## config.mk

```make
export PLATFORM = sky130hd
export DESIGN_NAME = spi_cmd_frontend_flat
export DESIGN_NICKNAME = d
export VERILOG_FILES = /design/src/rtl/spi_cmd_frontend_if.sv /design/src/rtl/spi_cmd_frontend.sv /design/src/flat_wrapper.sv
export SDC_FILE = /design/constraint.sdc
export NUM_CORES = 1
export LEC_CHECK = 0
export ABC_AREA = 1
export CAP_MARGIN = 10
export CORE_ASPECT_RATIO = 1.1
export CORE_MARGIN = 1
export CORE_UTILIZATION = 45
export CTS_CLUSTER_DIAMETER = 120
export CTS_CLUSTER_SIZE = 10
export DETAILED_ROUTE_END_ITERATION = 16
export PLACE_DENSITY = 0.8
export RECOVER_POWER = 25
export SYNTH_ARGS = -nofsm -noshare
export SYNTH_HDL_FRONTEND = slang
export SYNTH_SLANG_ARGS = --single-unit
```

## constraint.sdc

```tcl
create_clock -name clk -period 3 [get_ports clk]
set_clock_uncertainty 0.1 [all_clocks]
set_input_delay 0.9 -clock clk [delete_from_list [all_inputs] [get_ports clk]]
set_output_delay 0.9 -clock clk [all_outputs]
set_load 0.02 [all_outputs]
```

## src/rtl/spi_cmd_frontend_if.sv

```systemverilog
// SPI command front-end bus bundle.
// Pad side: sck, cs_n, mosi in; miso out.
// Decoded side: rising/falling strobes, si, reset_flag, sel, cmd, cmd_valid out;
// so_in carries the serial outputs of the NT downstream targets back in.
// The slave modport is the front-end's view; the master modport is the driver's view.
interface spi_cmd_frontend_if #(
  parameter int unsigned NT = 4
);
  logic          sck;
  logic          cs_n;
  logic          mosi;
  logic          miso;
  logic          rising;
  logic          falling;
  logic          si;
  logic          reset_flag;
  logic [NT-1:0] sel;
  logic [NT-1:0] so_in;
  logic [7:0]    cmd;
  logic          cmd_valid;

  modport slave (
    input  sck, cs_n, mosi, so_in,
    output miso, rising, falling, si, reset_flag, sel, cmd, cmd_valid
  );

  modport master (
    output sck, cs_n, mosi, so_in,
    input  miso, rising, falling, si, reset_flag, sel, cmd, cmd_valid
  );
endinterface

```

## src/rtl/spi_cmd_frontend.sv

```systemverilog
// SPI (mode 0) command front-end.
// Synchronizes the asynchronous SPI pads into the clk domain, produces one-clk
// sck edge strobes with aligned data, captures the first byte of each
// transaction as a command and routes the transaction to the target whose
// index is in cmd[3:0]. miso is a combinational mux of the selected target.
// Ports:
//   clk   - system clock, all state on posedge
//   reset - synchronous active-high reset
//   bus   - spi_cmd_frontend_if slave modport (pads, strobes, select, command)
module spi_cmd_frontend #(
  parameter int unsigned NT   = 4,
  parameter int unsigned SYNC = 2
) (
  input logic                clk,
  input logic                reset,
  spi_cmd_frontend_if.slave  bus
);

  typedef enum logic [1:0] {StIdle, StCmd, StData} state_e;

  // Cycles until the sync chain plus history flop reflect real pad values.
  localparam int unsigned FlushLen = SYNC + 1;
  localparam int unsigned FlushW   = $clog2(FlushLen + 1);

  logic [SYNC-1:0] sck_sync_q, cs_sync_q, mosi_sync_q;
  logic            sck_hist_q, cs_hist_q;
  logic            sck_s, cs_s, mosi_s;
  logic            cs_fall, cs_rise;

  logic [FlushW-1:0] flush_cnt_q, flush_cnt_d;
  logic              flushed;
  logic              armed_q, armed_d;

  state_e        state_q, state_d;
  logic [2:0]    cnt_q, cnt_d;
  logic [6:0]    shift_q, shift_d;
  logic [7:0]    cmd_q, cmd_d;
  logic [7:0]    cmd_byte;
  logic [NT-1:0] sel_q, sel_d;
  logic          rising_q, rising_d;
  logic          falling_q, falling_d;
  logic          si_q;
  logic          reset_flag_q, reset_flag_d;
  logic          cmd_valid_q, cmd_valid_d;
  logic          miso;

  // Pad synchronizers; reset values match an idle bus so no edge is seen on release.
  always_ff @(posedge clk) begin
    if (reset) begin
      sck_sync_q  <= '0;
      cs_sync_q   <= '1;
      mosi_sync_q <= '0;
      sck_hist_q  <= 1'b0;
      cs_hist_q   <= 1'b1;
    end else begin
      sck_sync_q  <= {sck_sync_q[SYNC-2:0], bus.sck};
      cs_sync_q   <= {cs_sync_q[SYNC-2:0], bus.cs_n};
      mosi_sync_q <= {mosi_sync_q[SYNC-2:0], bus.mosi};
      sck_hist_q  <= sck_sync_q[SYNC-1];
      cs_hist_q   <= cs_sync_q[SYNC-1];
    end
  end

  assign sck_s   = sck_sync_q[SYNC-1];
  assign cs_s    = cs_sync_q[SYNC-1];
  assign mosi_s  = mosi_sync_q[SYNC-1];
  assign cs_fall = cs_hist_q & ~cs_s;
  assign cs_rise = ~cs_hist_q & cs_s;

  // A transaction may only start after cs_n has been seen high from the real
  // pad; this blocks a start when reset releases with cs_n already low.
  assign flushed = (flush_cnt_q == FlushW'(FlushLen));

  always_comb begin
    flush_cnt_d = flushed ? flush_cnt_q : flush_cnt_q + FlushW'(1);
    armed_d     = armed_q | (flushed & cs_hist_q);
  end

  // Strobes: cs_n high suppresses them, and a cs_n fall in the same cycle wins.
  always_comb begin
    rising_d  = sck_s & ~sck_hist_q & ~cs_s & ~cs_fall;
    falling_d = ~sck_s & sck_hist_q & ~cs_s & ~cs_fall;
  end

  assign cmd_byte = {shift_q, si_q};

  always_comb begin
    state_d      = state_q;
    cnt_d        = cnt_q;
    shift_d      = shift_q;
    cmd_d        = cmd_q;
    sel_d        = sel_q;
    reset_flag_d = 1'b0;
    cmd_valid_d  = 1'b0;
    if (cs_rise) begin
      state_d = StIdle;
      sel_d   = '0;
      cnt_d   = '0;
    end else begin
      unique case (state_q)
        StIdle: begin
          if (cs_fall && armed_q) begin
            reset_flag_d = 1'b1;
            cnt_d        = '0;
            shift_d      = '0;
            state_d      = StCmd;
          end
        end
        StCmd: begin
          if (rising_q) begin
            shift_d = cmd_byte[6:0];
            cnt_d   = cnt_q + 3'd1;
            if (cnt_q == 3'd7) begin
              cmd_d       = cmd_byte;
              cmd_valid_d = 1'b1;
              state_d     = StData;
              // Out-of-range indices match no bit, leaving sel all-zero.
              for (int unsigned k = 0; k < NT; k++) begin
                sel_d[k] = (cmd_byte[3:0] == 4'(k));
              end
            end
          end
        end
        StData: ;
        default: state_d = StIdle;
      endcase
    end
  end

  always_ff @(posedge clk) begin
    if (reset) begin
      flush_cnt_q  <= '0;
      armed_q      <= 1'b0;
      state_q      <= StIdle;
      cnt_q        <= '0;
      shift_q      <= '0;
      cmd_q        <= 8'h00;
      sel_q        <= '0;
      rising_q     <= 1'b0;
      falling_q    <= 1'b0;
      si_q         <= 1'b0;
      reset_flag_q <= 1'b0;
      cmd_valid_q  <= 1'b0;
    end else begin
      flush_cnt_q  <= flush_cnt_d;
      armed_q      <= armed_d;
      state_q      <= state_d;
      cnt_q        <= cnt_d;
      shift_q      <= shift_d;
      cmd_q        <= cmd_d;
      sel_q        <= sel_d;
      rising_q     <= rising_d;
      falling_q    <= falling_d;
      si_q         <= mosi_s;
      reset_flag_q <= reset_flag_d;
      cmd_valid_q  <= cmd_valid_d;
    end
  end

  always_comb begin
    miso = (state_q == StData) & |(sel_q & bus.so_in);
  end

  assign bus.miso       = miso;
  assign bus.rising     = rising_q;
  assign bus.falling    = falling_q;
  assign bus.si         = si_q;
  assign bus.reset_flag = reset_flag_q;
  assign bus.sel        = sel_q;
  assign bus.cmd        = cmd_q;
  assign bus.cmd_valid  = cmd_valid_q;

endmodule

```

## src/flat_wrapper.sv

```systemverilog
// flat-port wrapper written by rule: the top's interface ports become plain ports
module spi_cmd_frontend_flat 
#(
  parameter int unsigned NT   = 4,
  parameter int unsigned SYNC = 2
)
  (clk, reset, bus_sck, bus_cs_n, bus_mosi, bus_so_in, bus_miso, bus_rising, bus_falling, bus_si, bus_reset_flag, bus_sel, bus_cmd, bus_cmd_valid);
  spi_cmd_frontend_if #(.NT(NT)) bus_i ();
  input logic clk;
  input logic reset;
  input wire logic [$bits(bus_i.sck)-1:0] bus_sck;
  input wire logic [$bits(bus_i.cs_n)-1:0] bus_cs_n;
  input wire logic [$bits(bus_i.mosi)-1:0] bus_mosi;
  input wire logic [$bits(bus_i.so_in)-1:0] bus_so_in;
  output wire logic [$bits(bus_i.miso)-1:0] bus_miso;
  output wire logic [$bits(bus_i.rising)-1:0] bus_rising;
  output wire logic [$bits(bus_i.falling)-1:0] bus_falling;
  output wire logic [$bits(bus_i.si)-1:0] bus_si;
  output wire logic [$bits(bus_i.reset_flag)-1:0] bus_reset_flag;
  output wire logic [$bits(bus_i.sel)-1:0] bus_sel;
  output wire logic [$bits(bus_i.cmd)-1:0] bus_cmd;
  output wire logic [$bits(bus_i.cmd_valid)-1:0] bus_cmd_valid;
  assign bus_i.sck = bus_sck;
  assign bus_i.cs_n = bus_cs_n;
  assign bus_i.mosi = bus_mosi;
  assign bus_i.so_in = bus_so_in;
  assign bus_miso = bus_i.miso;
  assign bus_rising = bus_i.rising;
  assign bus_falling = bus_i.falling;
  assign bus_si = bus_i.si;
  assign bus_reset_flag = bus_i.reset_flag;
  assign bus_sel = bus_i.sel;
  assign bus_cmd = bus_i.cmd;
  assign bus_cmd_valid = bus_i.cmd_valid;
  spi_cmd_frontend #(.NT(NT), .SYNC(SYNC)) u_core (.clk(clk), .reset(reset), .bus(bus_i));
endmodule
```

==> impl_metrics.toml, run 1 <==
[logic_synthesis]
ys_seq_area_share_pct = 51.6
ys_warn_count = 0
synthCells = 197
ys_ff_latch = 40
syn_avg_cell_area_um2 = 7.88
syn_nets = 210
synth_area_um2 = 1550
ys_types = 20

[clock_tree]
cts_hold_buf = 0
clock_sinks = 40
clockBufferDepth = 2
clock-root-buffer = "clkbuf_4"
cts_tree = "yes"
clock_latency_ns = 0.35
postCtsResizedCells = 1
cts_setup_buffers = 0
cts_max_level = 2
cts_buffers = 5
clk_pin_slew_worst_paths_ns = 0.10

[setup_path]
critical_path.cell_chain = "clkdlybuf4s50_1 > nand2_1 > a41oi_1 > clkdlybuf4s15_1"
startpoint = "bus_so_in[3]"
worstSetupPathType = "input pin to primary output"
max_stage_delay_ns = 0.46
reg2reg_depth = 6
required_ns = 2.00
cp-endpoint = "bus_miso"
r2r-start = "u_core.cnt_q[0]"
worstPathArrival_ns = 1.93
r2r_end = "u_core.bus.cmd[7]"
worstSetupEndpointType = "primary output"
startpoint_type = "input pin"
critPathSlowestCell = "clkdlybuf4s50_1"
cp_max_fo = 1
rrSetupSlack_ns = 1.51

[sta]
fin_crit_sh_pct = 97.6
finalHoldViolations = 0
slew_viol_final = 0
period_needed_ns = 2.93
slew_headroom_pct = 38.3
fmax_ghz = 0.342
rsz0062_at_grt = "false"
tightest_slew_ns = 0.926
final-setup-viol-count = 0

[floorplan]
dieWidth_um = 58.0
coreArea_um2 = 3300
rows = 22
ios = 27
start_util_pct = 47.0
fp.dieH_um = 63.6
die_area_um2 = 3690

[place]
io_buffers = 26
placed_area_um2 = 1850
hpwl_mm = 1.98
gp_congestion = 0.834
dp_cells = 257

[power_and_ir_drop]
ir_drop_mv = 0.275
power_mw = 0.848
seq_power_share_pct = 65.1
pwr_density_cell_nw_per_um2 = 449
power.switching_mw = 0.196
leakage_nw = 0.734
clockPowerShare_pct = 29.2
intPower_mw = 0.652
power_frac_comb_pct = 5.7
p_sw_share_pct = 23.1

[layout]
antennaDiodeCount = 0
final_core_utilization_pct = 57.2
design_area_um2 = 1890
final_cell_mix = "47 x nand2_1, 40 x dfxtp_1, 24 x a21oi_1, 24 x clkdlybuf4s50_1, 21 x nor2_1"
area_growth_pct = 21.7
layout.cells.non_filler = 264
nNetsFinal = 241
layout-drive-gt1-share_pct = 8.77
layout_commonest_cell = "nand2_1"

[route]
routed-via-count = 1298
via_per_inst = 4.92
drt_iter0_drc = 28
drtPass1Iterations = 10
drc = 2
detail-route-antenna-nets = 0
routed_wl_mm = 2.75
wl_per_cell_um = 10.4

[global_routing]
grt_max_degree = 24
grt_use_total_pct = 17.0
grt_pass1_vias = 1203
antenna_found_initial = 0
grt_overflow = 0
grt_pass1_wl_mm = 4.75

[outcome]
violations = "DRC"
status = "finished, violations left"

[hold_path]
hold_start = "u_core.mosi_sync_q[0]"
min_path_type = "flip-flop to flip-flop"

[flow_run]
cap_violations = 0
cell type report:
class / count / area [um2]
clock buffer: 6 / 41.3
clock inverter: 1 / 5.00
fill: 315 / 1420
inverter: 24 / 90.1
multi-input combinational: 130 / 642
sequential: 40 / 801
tap: 36 / 45.0
timing repair buffer: 27 / 264
cells in the mapped netlist:
master | instances | area, um2
nand2_2 | 1 | 6.26
clkbuf_1 | 2 | 7.51
nand3_1 | 11 | 55.1
nand2_1 | 47 | 176
dfxtp_1 | 40 | 801
buf_6 | 1 | 11.3
nand3_2 | 2 | 20.0
inv_1 | 20 | 75.1
nand2_4 | 1 | 11.3
nor2_1 | 21 | 78.8
o21ai_0 | 4 | 20.0
inv_2 | 4 | 15.0
ha_1 | 4 | 50.1
nor3_1 | 5 | 25.0
a41oi_1 | 1 | 8.76
a21oi_1 | 24 | 120
or2_2 | 3 | 18.8
nor2_4 | 2 | 22.5
nand4_1 | 3 | 18.8
a211o_2 | 1 | 10.0
sequential cells by signal, summed over array words and instances, names as in the netlist, 2 cells and up:
register and count:
u_core.state_q 2, u_core.bus.cmd 8, u_core.cs_sync_q 2, u_core.mosi_sync_q 2, u_core.bus.sel 4, u_core.flush_cnt_q 2
u_core.sck_sync_q 2, u_core.shift_q 7, u_core.cnt_q 3
through the flow:
step                      hold slack, ns  setup WS [ns]  setup TNS, ns
after floorplan                    0.288          0.603              0
after global placement             0.290         -0.208         -0.208
after detailed placement           0.293         -0.233         -0.233
after CTS                          0.308         0.0430              0
after global routing               0.339         0.0133              0
final                              0.307         0.0733              0
how the worst min path moves through the flow:
| stage | to | slack [ns] | cells after the start |
|---|---|---|---|
| 3_5_place_dp | u_core.sck_sync_q[1] | 0.29 | 2 |
| 6_report | u_core.mosi_sync_q[1] | 0.31 | 2 |
| 4_1_cts | u_core.sck_sync_q[1] | 0.31 | 2 |
| 3_3_place_gp | u_core.sck_sync_q[1] | 0.29 | 2 |
| 2_1_floorplan | u_core.bus.si | 0.29 | 2 |
| 5_1_grt | u_core.mosi_sync_q[1] | 0.34 | 2 |
power by group through the flow:
stage	Sequential, mW	Combinational (mW)	Clock (mW)
detailed placement	0.564	0.0501	0
finish	0.552	0.0486	0.247
global placement	0.563	0.0482	0
global route	0.554	0.0553	0.281
floorplan	0.562	0.0299	0
CTS	0.552	0.0504	0.257
metal layers:
metal	vias to the layer above	GRT usage, %	share of wire, %
li1	692	-	-
met1	573	18.2	45
met2	26	29.2	48
met3	7	4.31	4.3
met4	0	10.7	2.8
met5	-	0	0
critical path, delay by kind of cell:
family                 cells  cell delay, ns
AOI/OAI and AO/OA          1            0.19
and+or+nand+nor            1            0.05
buffers and inverters      2            0.79
kinds of logic (layout without fill, tap and decap cells):
kind of cell | count (synthesis) | after routing | synth area share [%]
buffers and inverters | 27 | 58 | 7.02
AO/OA/AOI/OAI | 30 | 30 | 10.2
adder cells (fa/ha/maj) | 4 | 4 | 3.23
AND/OR/NAND/NOR | 96 | 96 | 27.9
flip-flops | 40 | 40 | 51.6
No activity file was read; power rests on OpenSTA's default activity.
==> run 2: changes to the inputs <==
--- a/config.mk
+++ b/config.mk
@@ -13,6 +13,8 @@
 export CTS_CLUSTER_DIAMETER = 120
 export CTS_CLUSTER_SIZE = 10
 export DETAILED_ROUTE_END_ITERATION = 16
+export GPL_ROUTABILITY_DRIVEN = 0
+export HOLD_SLACK_MARGIN = 0.05
 export PLACE_DENSITY = 0.8
 export RECOVER_POWER = 25
 export SYNTH_ARGS = -nofsm -noshare
==> results of run 2 <==
Final layout, timing and power as in run 1 (identical DEF).
==> run 3: changes to the inputs <==
--- a/config.mk
+++ b/config.mk
@@ -7,7 +7,7 @@
 export LEC_CHECK = 0
 export ABC_AREA = 1
 export CAP_MARGIN = 10
-export CORE_ASPECT_RATIO = 1.1
+export CORE_ASPECT_RATIO = 0.6
 export CORE_MARGIN = 1
 export CORE_UTILIZATION = 45
 export CTS_CLUSTER_DIAMETER = 120
==> impl_metrics.toml, run 3 (synthesis results as in run 1) <==
[setup_path]
rrSetupSlack_ns = 1.40
max_stage_delay_ns = 0.45
crit_family = "buffers and inverters"
worstPathArrival_ns = 1.82
path_depth = 4
critical_path.cell_chain = "clkdlybuf4s50_1 > nand2_1 > a41oi_1 > clkbuf_2"
reg2reg_depth = 6
path_buf_inv = 2
r2r_end = "u_core.bus.cmd[6]"
worstSetupPathType = "input pin to primary output"
required_ns = 2.00
startpoint_type = "input pin"
r2r-start = "u_core.cnt_q[0]"
cp_max_fo = 1
worstSetupEndpointType = "primary output"
critPathSlowestCell = "clkdlybuf4s50_1"

[clock_tree]
clk_pin_slew_worst_paths_ns = 0.07
clock-root-buffer = "clkbuf_8"
cts_buffers = 5
cts_tree = "yes"
clock_sinks = 40
cts_max_level = 2
clockBufferDepth = 2
cts_hold_buf = 0
clock_latency_ns = 0.29
cts_setup_buffers = 0

[sta]
slew_headroom_pct = 38.1
rsz0062_at_grt = "false"
tns_ns = 0
tightest_slew_ns = 0.929
hold_ws_ns = 0.301
slew_viol_final = 0
finalWorstSetupSlack_ns = 0.183
final-setup-viol-count = 0
fin_crit_sh_pct = 93.9
period_needed_ns = 2.82
finalHoldViolations = 0
fmax_ghz = 0.355

[layout]
final_core_utilization_pct = 60.6
largest_reg_flops = 8
final_cell_mix = "47 x nand2_1, 40 x dfxtp_1, 24 x a21oi_1, 24 x clkdlybuf4s50_1, 21 x nor2_1"
layout-drive-gt1-share_pct = 9.65
layout_commonest_cell = "nand2_1"
nNetsFinal = 241
antennaDiodeCount = 0
area_growth_pct = 27.4

[route]
drc = 0
drtPass1Iterations = 4
via_per_inst = 4.71
routed-via-count = 1287
wl_per_cell_um = 11.0
routed_wl_mm = 3.01
detail-route-antenna-nets = 0
drt_iter0_drc = 47

[power_and_ir_drop]
ir_drop_mv = 0.324
leakage_nw = 0.770
pwr_density_cell_nw_per_um2 = 558

[hold_path]
min_path_type = "flip-flop to flip-flop"
hold_start = "u_core.mosi_sync_q[1]"
worstHoldEndpoint = "u_core.bus.si"
worstHoldPathCells = 2

[flow_run]
cap_violations = 0

[floorplan]
rows = 16
dieWidth_um = 77.8
die_area_um2 = 3690
coreArea_um2 = 3260
fp.dieH_um = 47.5
start_util_pct = 47.5
ios = 27

[global_routing]
antenna_found_initial = 0
grt_pass1_vias = 1035
grt_overflow = 0
grt_pass1_wl_mm = 4.73
grt_max_degree = 24
grt_use_total_pct = 17.4

[place]
io_buffers = 26
post-place-ws_ns = -0.267
hpwl_mm = 2.15

[outcome]
status = "complete, no violations"
run 3: changes by cell type in the layout (fill, tap and decap cells not counted), sizes merged:
cell           before  now
bufinv              0    2
clkdlybuf4s15       1    0
clkinv              1    0
run 3: metal layers:
metal	GRT usage [%]	part of all wire [%]
met4	7.92	1.1
met3	5.71	5.9
met5	0	0
met2	25.0	40
met1	24.1	53
run 3: area by class of cell:
type,count,area (um2)
flip-flops and latches,40,801
clock buffers,5,68.8
repair buffers,27,259
multi-input cells,130,642
fillers,316,1290
inverters,24,90.1
well taps,45,56.3
clock inverters,2,60.1
run 3: worst register-to-register path, delay by kind of cell, from the launching register on:
| kind | cells | cell delay, ns |
|---|---|---|
| AO/OA/AOI/OAI | 1 | 0.14 |
| adder cells (fa/ha/maj) | 2 | 0.45 |
| buffers and inverters | 1 | 0.10 |
| flip-flops | 1 | 0.35 |
| AND/OR/NAND/NOR | 2 | 0.39 |
run 3: how the worst max path moves through the flow:
stage	slack, ns	start	endpoint
floorplan	0.60	bus_so_in[3]	bus_miso
global placement	-0.22	bus_so_in[2]	bus_miso
detailed placement	-0.27	bus_so_in[3]	bus_miso
CTS	0.02	bus_so_in[3]	bus_miso
global route	0.13	bus_so_in[3]	bus_miso
finish	0.18	bus_so_in[3]	bus_miso
run 3: metrics by stage:
stage | area [um2] | power, mW | instances
after floorplan | 1550 | 0.592 | 197
after global routing | 1980 | 1.15 | 273
final | 1980 | 1.10 | 273
after detailed placement | 1860 | 0.613 | 266
after CTS | 1980 | 1.12 | 273
after global placement | 1860 | 0.611 | 266
run 3: power breakdown:
group | internal, mW | total, mW | switching (mW)
sequential | 0.544 | 0.551 | 0.00759
combinational | 0.0215 | 0.0488 | 0.0273
clock | 0.327 | 0.503 | 0.176
total | 0.892 | 1.10 | 0.211
run 3: what timing repair did:
item,4_1_cts,5_1_grt
pin swaps,0,0
resized for setup,1,3
setup endpoints to repair,1,1
